===== config.mk =====
export PLATFORM = sky130hd
export DESIGN_NAME = attempt_ctrl_flat
export DESIGN_NICKNAME = d
export VERILOG_FILES = /design/src/rtl/attempt_ctrl_if.sv /design/src/rtl/attempt_ctrl.sv /design/src/flat_wrapper.sv
export SDC_FILE = /design/constraint.sdc
export NUM_CORES = 1
export LEC_CHECK = 0
export ABC_AREA = 1
export CAP_MARGIN = 0
export CORE_ASPECT_RATIO = 0.8
export CORE_MARGIN = 2
export CORE_UTILIZATION = 57
export CTS_BUF_LIST = sky130_fd_sc_hd__clkbuf_8
export DETAILED_ROUTE_END_ITERATION = 8
export PLACE_DENSITY_LB_ADDON = 0.25
export SLEW_MARGIN = 40
export SYNTH_ARGS = -nofsm -noshare
export SYNTH_HDL_FRONTEND = slang
export SYNTH_SLANG_ARGS = --single-unit

===== constraint.sdc =====
create_clock -name clk -period 2.94 [get_ports clk]
set_input_delay 0.294 -clock clk [delete_from_list [all_inputs] [get_ports clk]]
set_output_delay 0.294 -clock clk [all_outputs]
set_load 0.05 [all_outputs]

===== src/rtl/attempt_ctrl_if.sv =====
// User-side and counter-side signals of the password-lock attempt controller.
// The controller takes the slave modport; the driving side (bench or datapath) takes master.
interface attempt_ctrl_if;
    logic       start;
    logic       enter;
    logic [3:0] code;
    logic [3:0] count;
    logic       load;
    logic       decrement;
    logic       unlocked;
    logic       blocked;
    logic       busy;

    modport master (
        output start, enter, code, count,
        input  load, decrement, unlocked, blocked, busy
    );

    modport slave (
        input  start, enter, code, count,
        output load, decrement, unlocked, blocked, busy
    );
endinterface


===== src/rtl/attempt_ctrl.sv =====
// Password-lock controller: reloads and decrements an external attempt counter,
// unlocks on the secret code and blocks once the counter reports zero attempts left.
module attempt_ctrl #(
    parameter logic [3:0] SECRET        = 4'b1010,
    parameter int         UNLOCK_CYCLES = 8,
    parameter int         SETTLE_CYCLES = 1
) (
    input  logic           clk,
    input  logic           rst,
    attempt_ctrl_if.slave  bus
);

    localparam logic [7:0] UNLOCK_LAST = 8'(UNLOCK_CYCLES - 1);
    localparam logic [1:0] SETTLE_LAST = 2'(SETTLE_CYCLES - 1);

    typedef enum logic [2:0] {
        IDLE,
        LOAD,
        ARMED,
        DEC,
        SETTLE,
        OPEN,
        BLOCKED
    } state_t;

    state_t     state_reg;
    state_t     state_next;
    logic [7:0] unlock_timer_reg;
    logic [1:0] settle_timer_reg;
    logic       load_reg;
    logic       decrement_reg;
    logic       unlocked_reg;
    logic       blocked_reg;
    logic       busy_reg;

    always_comb begin
        state_next = state_reg;
        case (state_reg)
            IDLE: begin
                if (bus.start) state_next = LOAD;
            end
            LOAD: begin
                state_next = ARMED;
            end
            ARMED: begin
                // start wins over a same-cycle enter; the empty check guards an unloaded counter
                if (bus.start)                state_next = LOAD;
                else if (bus.enter)           state_next = (bus.code == SECRET) ? OPEN : DEC;
                else if (bus.count == 4'd0)   state_next = BLOCKED;
            end
            DEC: begin
                state_next = SETTLE;
            end
            SETTLE: begin
                if (settle_timer_reg == SETTLE_LAST)
                    state_next = (bus.count == 4'd0) ? BLOCKED : ARMED;
            end
            OPEN: begin
                if (bus.start)                           state_next = LOAD;
                else if (unlock_timer_reg == UNLOCK_LAST) state_next = IDLE;
            end
            BLOCKED: begin
                if (bus.start) state_next = LOAD;
            end
            default: begin
                state_next = IDLE;
            end
        endcase
    end

    // Outputs are registered from the next state so they always equal a decode of state_reg.
    always_ff @(posedge clk or negedge rst) begin
        if (!rst) begin
            state_reg        <= IDLE;
            unlock_timer_reg <= '0;
            settle_timer_reg <= '0;
            load_reg         <= 1'b0;
            decrement_reg    <= 1'b0;
            unlocked_reg     <= 1'b0;
            blocked_reg      <= 1'b0;
            busy_reg         <= 1'b0;
        end else begin
            state_reg        <= state_next;
            unlock_timer_reg <= (state_reg == OPEN && state_next == OPEN)
                                ? unlock_timer_reg + 8'd1 : '0;
            settle_timer_reg <= (state_reg == SETTLE && state_next == SETTLE)
                                ? settle_timer_reg + 2'd1 : '0;
            load_reg         <= (state_next == LOAD);
            decrement_reg    <= (state_next == DEC);
            unlocked_reg     <= (state_next == OPEN);
            blocked_reg      <= (state_next == BLOCKED);
            busy_reg         <= (state_next == LOAD) || (state_next == DEC) || (state_next == SETTLE);
        end
    end

    assign bus.load      = load_reg;
    assign bus.decrement = decrement_reg;
    assign bus.unlocked  = unlocked_reg;
    assign bus.blocked   = blocked_reg;
    assign bus.busy      = busy_reg;

endmodule


===== src/flat_wrapper.sv =====
// flat-port wrapper written by rule: the top's interface ports become plain ports
module attempt_ctrl_flat 
#(
    parameter logic [3:0] SECRET        = 4'b1010,
    parameter int         UNLOCK_CYCLES = 8,
    parameter int         SETTLE_CYCLES = 1
)
  (clk, rst, bus_start, bus_enter, bus_code, bus_count, bus_load, bus_decrement, bus_unlocked, bus_blocked, bus_busy);
  attempt_ctrl_if bus_i ();
  input  logic clk;
  input  logic rst;
  input wire logic [$bits(bus_i.start)-1:0] bus_start;
  input wire logic [$bits(bus_i.enter)-1:0] bus_enter;
  input wire logic [$bits(bus_i.code)-1:0] bus_code;
  input wire logic [$bits(bus_i.count)-1:0] bus_count;
  output wire logic [$bits(bus_i.load)-1:0] bus_load;
  output wire logic [$bits(bus_i.decrement)-1:0] bus_decrement;
  output wire logic [$bits(bus_i.unlocked)-1:0] bus_unlocked;
  output wire logic [$bits(bus_i.blocked)-1:0] bus_blocked;
  output wire logic [$bits(bus_i.busy)-1:0] bus_busy;
  assign bus_i.start = bus_start;
  assign bus_i.enter = bus_enter;
  assign bus_i.code = bus_code;
  assign bus_i.count = bus_count;
  assign bus_load = bus_i.load;
  assign bus_decrement = bus_i.decrement;
  assign bus_unlocked = bus_i.unlocked;
  assign bus_blocked = bus_i.blocked;
  assign bus_busy = bus_i.busy;
  attempt_ctrl #(.SECRET(SECRET), .UNLOCK_CYCLES(UNLOCK_CYCLES), .SETTLE_CYCLES(SETTLE_CYCLES)) u_core (.clk(clk), .rst(rst), .bus(bus_i));
endmodule

# Word level (Yosys, flattened, before mapping)

Cells that the tools add are included.

Add/subtract/negate cells: 2
Equal/unequal tests: 13
Mux-type cells: 12
Reduce and logical (&&, ||, !) cells: 8

Operators with widths:

| operator              | number |
|---|---|
| $mux W3               | 9 |
| $eq A3 B3 Y1 const B  | 6 |
| $pmux W3 S6           | 1 |
| $eq A3 B2 Y1 const B  | 3 |
| $add A8 B1 Y8 const B | 1 |
| $eq A8 B3 Y1 const B  | 1 |
| $mux W8               | 1 |
| $eq A3 B1 Y1 const B  | 2 |
| $eq A4 B4 Y1 const B  | 1 |
| $logic_not A4 Y1      | 1 |
| $logic_not A3 Y1      | 1 |
| $add A2 B1 Y2 const B | 1 |
| $logic_and A1 B1 Y1   | 2 |
| $logic_not A2 Y1      | 1 |
| $logic_or A1 B1 Y1    | 2 |
| $mux W2               | 1 |
| $reduce_or A2 Y1      | 1 |

Register bits: 18
Input port bits: 12
Output and inout port bits: 5
Logic and storage cells: 43

# Depth between registers and ports, before layout

Word-level depth: 8
Gate-level depth with buffers: 10

# Worst setup path before layout

OpenSTA, ideal clock, no wires.

Path type: reg2reg
From: register u_core.unlock_timer_reg[0]
To: register u_core.settle_timer_reg[0]
Library setup time: 0.072 ns
Arrival: 1.230 ns
Setup slack: 1.639 ns
Stages on the path, launching flop included: 10
Period minus slack after synthesis: 1.301 ns
Cells stage by stage: dfrtp_1 ha_1 nand3_1 o21ai_2 nand2_2 nand2_2 nand2_4 nor2_2 nand3_2 nor2_1

Cells in the longest elaborated chain, start to end: 7

Ends and longest elaborated chain:

| item                     | RTL line           | text |
|---|---|---|
| start: declaration       | attempt_ctrl.sv:28 | `logic [7:0] unlock_timer_reg;` |
| start signal: assignment | attempt_ctrl.sv:84 | `unlock_timer_reg <= (state_reg == OPEN && state_next == OPEN)` |
| $eq A8 B3 Y1             | attempt_ctrl.sv:60 | `else if (unlock_timer_reg == UNLOCK_LAST) state_next = IDLE;` |
| $mux W3                  | attempt_ctrl.sv:60 |  |
| $mux W3                  | attempt_ctrl.sv:59 | `if (bus.start) state_next = LOAD;` |
| $pmux W3 S6              | attempt_ctrl.sv:38 | `case (state_reg)` |
| via u_core.state_next[0] | attempt_ctrl.sv:27 | `state_t state_next;` |
| $eq A3 B3 Y1             | attempt_ctrl.sv:86 | `settle_timer_reg <= (state_reg == SETTLE && state_next == SETTLE)` |
| $logic_and A1 B1 Y1      | attempt_ctrl.sv:86 |  |
| $mux W2                  | attempt_ctrl.sv:87 | `? settle_timer_reg + 2'd1 : '0;` |
| end signal: assignment   | attempt_ctrl.sv:86 |  |
| end: declaration         | attempt_ctrl.sv:29 | `logic [1:0] settle_timer_reg;` |

The timed path passes the listed nets, and every way through them passes these cells.

# Worst setup path after layout

From: register u_core.unlocked_reg, in the netlist u_core.bus.unlocked
To: output port bus_unlocked

RTL lines:

| item                     | RTL line           | text |
|---|---|---|
| start: declaration       | attempt_ctrl.sv:32 | `logic unlocked_reg;` |
| start signal: assignment | attempt_ctrl.sv:90 | `unlocked_reg <= (state_next == OPEN);` |
| end: declaration         | flat_wrapper.sv:18 | `output wire logic [$bits(bus_i.unlocked)-1:0] bus_unlocked;` |

No word-level cell between the ends.

==> metrics.yaml <==
final_layout:
  largest_reg_flops: 8
  final_cells: 162
  areaGrowthSynthToFinish_pct: 26.5
  n_antenna_cell: 0
  drive_gt1_share_pct: 10.7
  nNetsFinal: 155
worst_setup_path:
  rr_worst_depth: 4
  path_max_fanout: 1
  reg2reg_setup_slack_ns: 1.33
  crit_buf_inv: 1
  cp_top_family: "buffers and inverters"
  cp_slowest_cell: "clkdlybuf4s50_1"
  worstPathRequired_ns: 2.65
  cp-end-kind: "output port"
  r2r_start: "u_core.unlock_timer_reg[0]"
  critPathKind: "reg -> out"
  slowest_delay_ns: 0.80
  arrival_ns: 1.41
  cp_cell_sequence: "clkdlybuf4s50_1"
  cp-start-kind: "flip-flop"
  r2r-end: "u_core.unlock_timer_reg[4]"
timing:
  finalWorstSetupSlack_ns: 1.24
  worst_pin_slew_ns: 0.683
  whs_ns: 0.439
  fin_crit_sh_pct: 57.8
  fmax_ghz: 0.588
  relSlewSlack_pct: 54.4
  clock_skew_ns: 0.00212
  rsz0062_at_grt: "false"
  min_period_ns: 1.70
  finalSetupViolCount: 0
  setup_tns_ns: 0
  hold_violations: 0
  slew_violations: 0
clock_network:
  cts.clk_slew.worst_paths_ns: 0.06
  h-tree-depth: 1
  clk_path_buf_depth: 2
  numCtsBuffers: 3
  cts_tree: "built"
  cts_root_buffer: "clkbuf_8"
  cts_sinks: 18
  clk-insertion-delay-late_ns: 0.25
synthesis:
  syn_nets: 133
  syn_area_per_cell_um2: 7.86
  netlist_area_um2: 936
  yosysWarnings: 0
  syn_inst: 119
  synth.yosys.seq_area_share_pct: 48.1
  synth-seq-cells: 18
  ys_types: 21
routing:
  finalWirelength_um: 1920
  vias_per_cell: 4.87
  drt_iter0_drc: 13
  drc: 0
  routedWlPerCell_um: 11.8
  first_pass_iters: 4
  dr_total_vias: 789
  ant_nets: 0
global_routing:
  antenna_found_initial: 0
  grt_max_degree: 19
  grt_remaining_overflow: 0
  grt_pass1_vias: 739
  grt.total_usage_pct: 23.6
  grt_first_pass_wirelength_um: 3330
min_path:
  hp-class: "reg -> reg"
  whs_path_depth: 1
  whs_endpoint: "u_core.settle_timer_reg[0]"
  min_from: "u_core.settle_timer_reg[0]"
die:
  start_util_pct: 59.3
  ios: 17
  die_w_um: 49.3
  dieArea_um2: 1980
  row_count: 13
  die_h_um: 40.2
  core_area_um2: 1580
pwr:
  power.leakage_uw: 0.000573
  design_power_total_uw: 936
  ir_worst_vdd_uv: 798
  powerDensity_nw_per_um2: 791
placed_design:
  port-buffer-count: 16
  dpl_worst_slack_ns: 1.19
  dp_hpwl_um: 1490
  dp_cells: 157
  gp_congestion: 0.830
flow_run:
  cap_violations: 0
run_status:
  outcome: "finished, final reports clean"
## kinds of logic after synthesis
kind of cell    synth area share, %
flops                          48.1
fa+ha+maj                      2.67
buf+inv                        7.22
compound gates                 5.61
xor+xnor                       1.87
simple gates                   34.5
## repair_timing
item                                    4_1_cts  5_1_grt
hold buffers                                  0        1
hold endpoints to repair                      0       14
setup buffers                                 0        0
endpoints found under the setup margin        0        0
resized for setup                             0        0
## stage by stage
| stage | area [µm²] | util [%] |
|---|---|---|
| after floorplan | 936 | - |
| after global placement | 1120 | 71.2 |
| after detailed placement | 1120 | 71.2 |
| after CTS | 1180 | 74.7 |
| after global routing | 1180 | 75.0 |
| final | 1180 | 75.0 |
## cell type report
| type | count | area (µm²) |
|---|---|---|
| inverter | 18 | 67.6 |
| timing repair buffer | 17 | 165 |
| clock buffer | 4 | 55.1 |
| tap | 22 | 27.5 |
| fill | 128 | 394 |
| sequential | 18 | 450 |
| multi-input combinational | 83 | 418 |
## cell usage in the layout, fill, tap and decap left out, types with 2 or more instances in the layout
master            n
nand2_1          29
nor2_1           18
dfrtp_1          18
inv_1            17
clkdlybuf4s50_1  15
nand3_1           9
clkbuf_8          4
o21ai_0           3
nand2_2           3
a21oi_1           3
nor3b_1           3
nor2_2            2
nor3_1            2
xor2_1            2
ha_1              2
## cells in the mapped netlist
cell       count  share of area [%]
nor2_2         2                1.3
nand2_1       29                 12
nand3_2        1                1.1
inv_2          1               0.40
nor3_1         2                1.1
nor3b_1        3                2.4
nor2_1        18                7.2
nor3_2         1                1.1
o21ai_2        1               0.94
dfrtp_1       18                 48
nand3_1        9                4.8
inv_1         17                6.8
xor2_1         2                1.9
nand2_2        3                2.0
ha_1           2                2.7
and3_1         1               0.67
nand2_4        1                1.2
a21oi_1        3                1.6
o2111ai_1      1               0.94
o21ai_1        1               0.53
o21ai_0        3                1.6
## where the power goes
part | internal (µW) | switching (µW) | total (µW)
Sequential | 292 | 34.9 | 327
Clock | 119 | 75.3 | 194
Combinational | 135 | 281 | 415
## worst max path at each step
stage | cells past startpoint | slack (ns) | to | startpoint
final | 1 | 1.24 | bus_unlocked | u_core.bus.unlocked
after global routing | 5 | 1.14 | u_core.unlock_timer_reg[4] | u_core.state_reg[1]
after CTS | 1 | 1.24 | bus_unlocked | u_core.bus.unlocked
after detailed placement | 10 | 1.19 | u_core.bus.busy | bus_count[3]
after global placement | 10 | 1.23 | u_core.bus.busy | bus_count[3]
after floorplan | 9 | 1.64 | u_core.settle_timer_reg[0] | u_core.unlock_timer_reg[0]
## metal layers
metal,global-route usage [%],up-vias,wire [µm]
met1,30.1,358,833
li1,-,414,-
met5,0,-,0
met4,10.7,0,17
met3,2.61,2,79
met2,42.2,15,988
No activity file was read; power rests on OpenSTA's default activity.
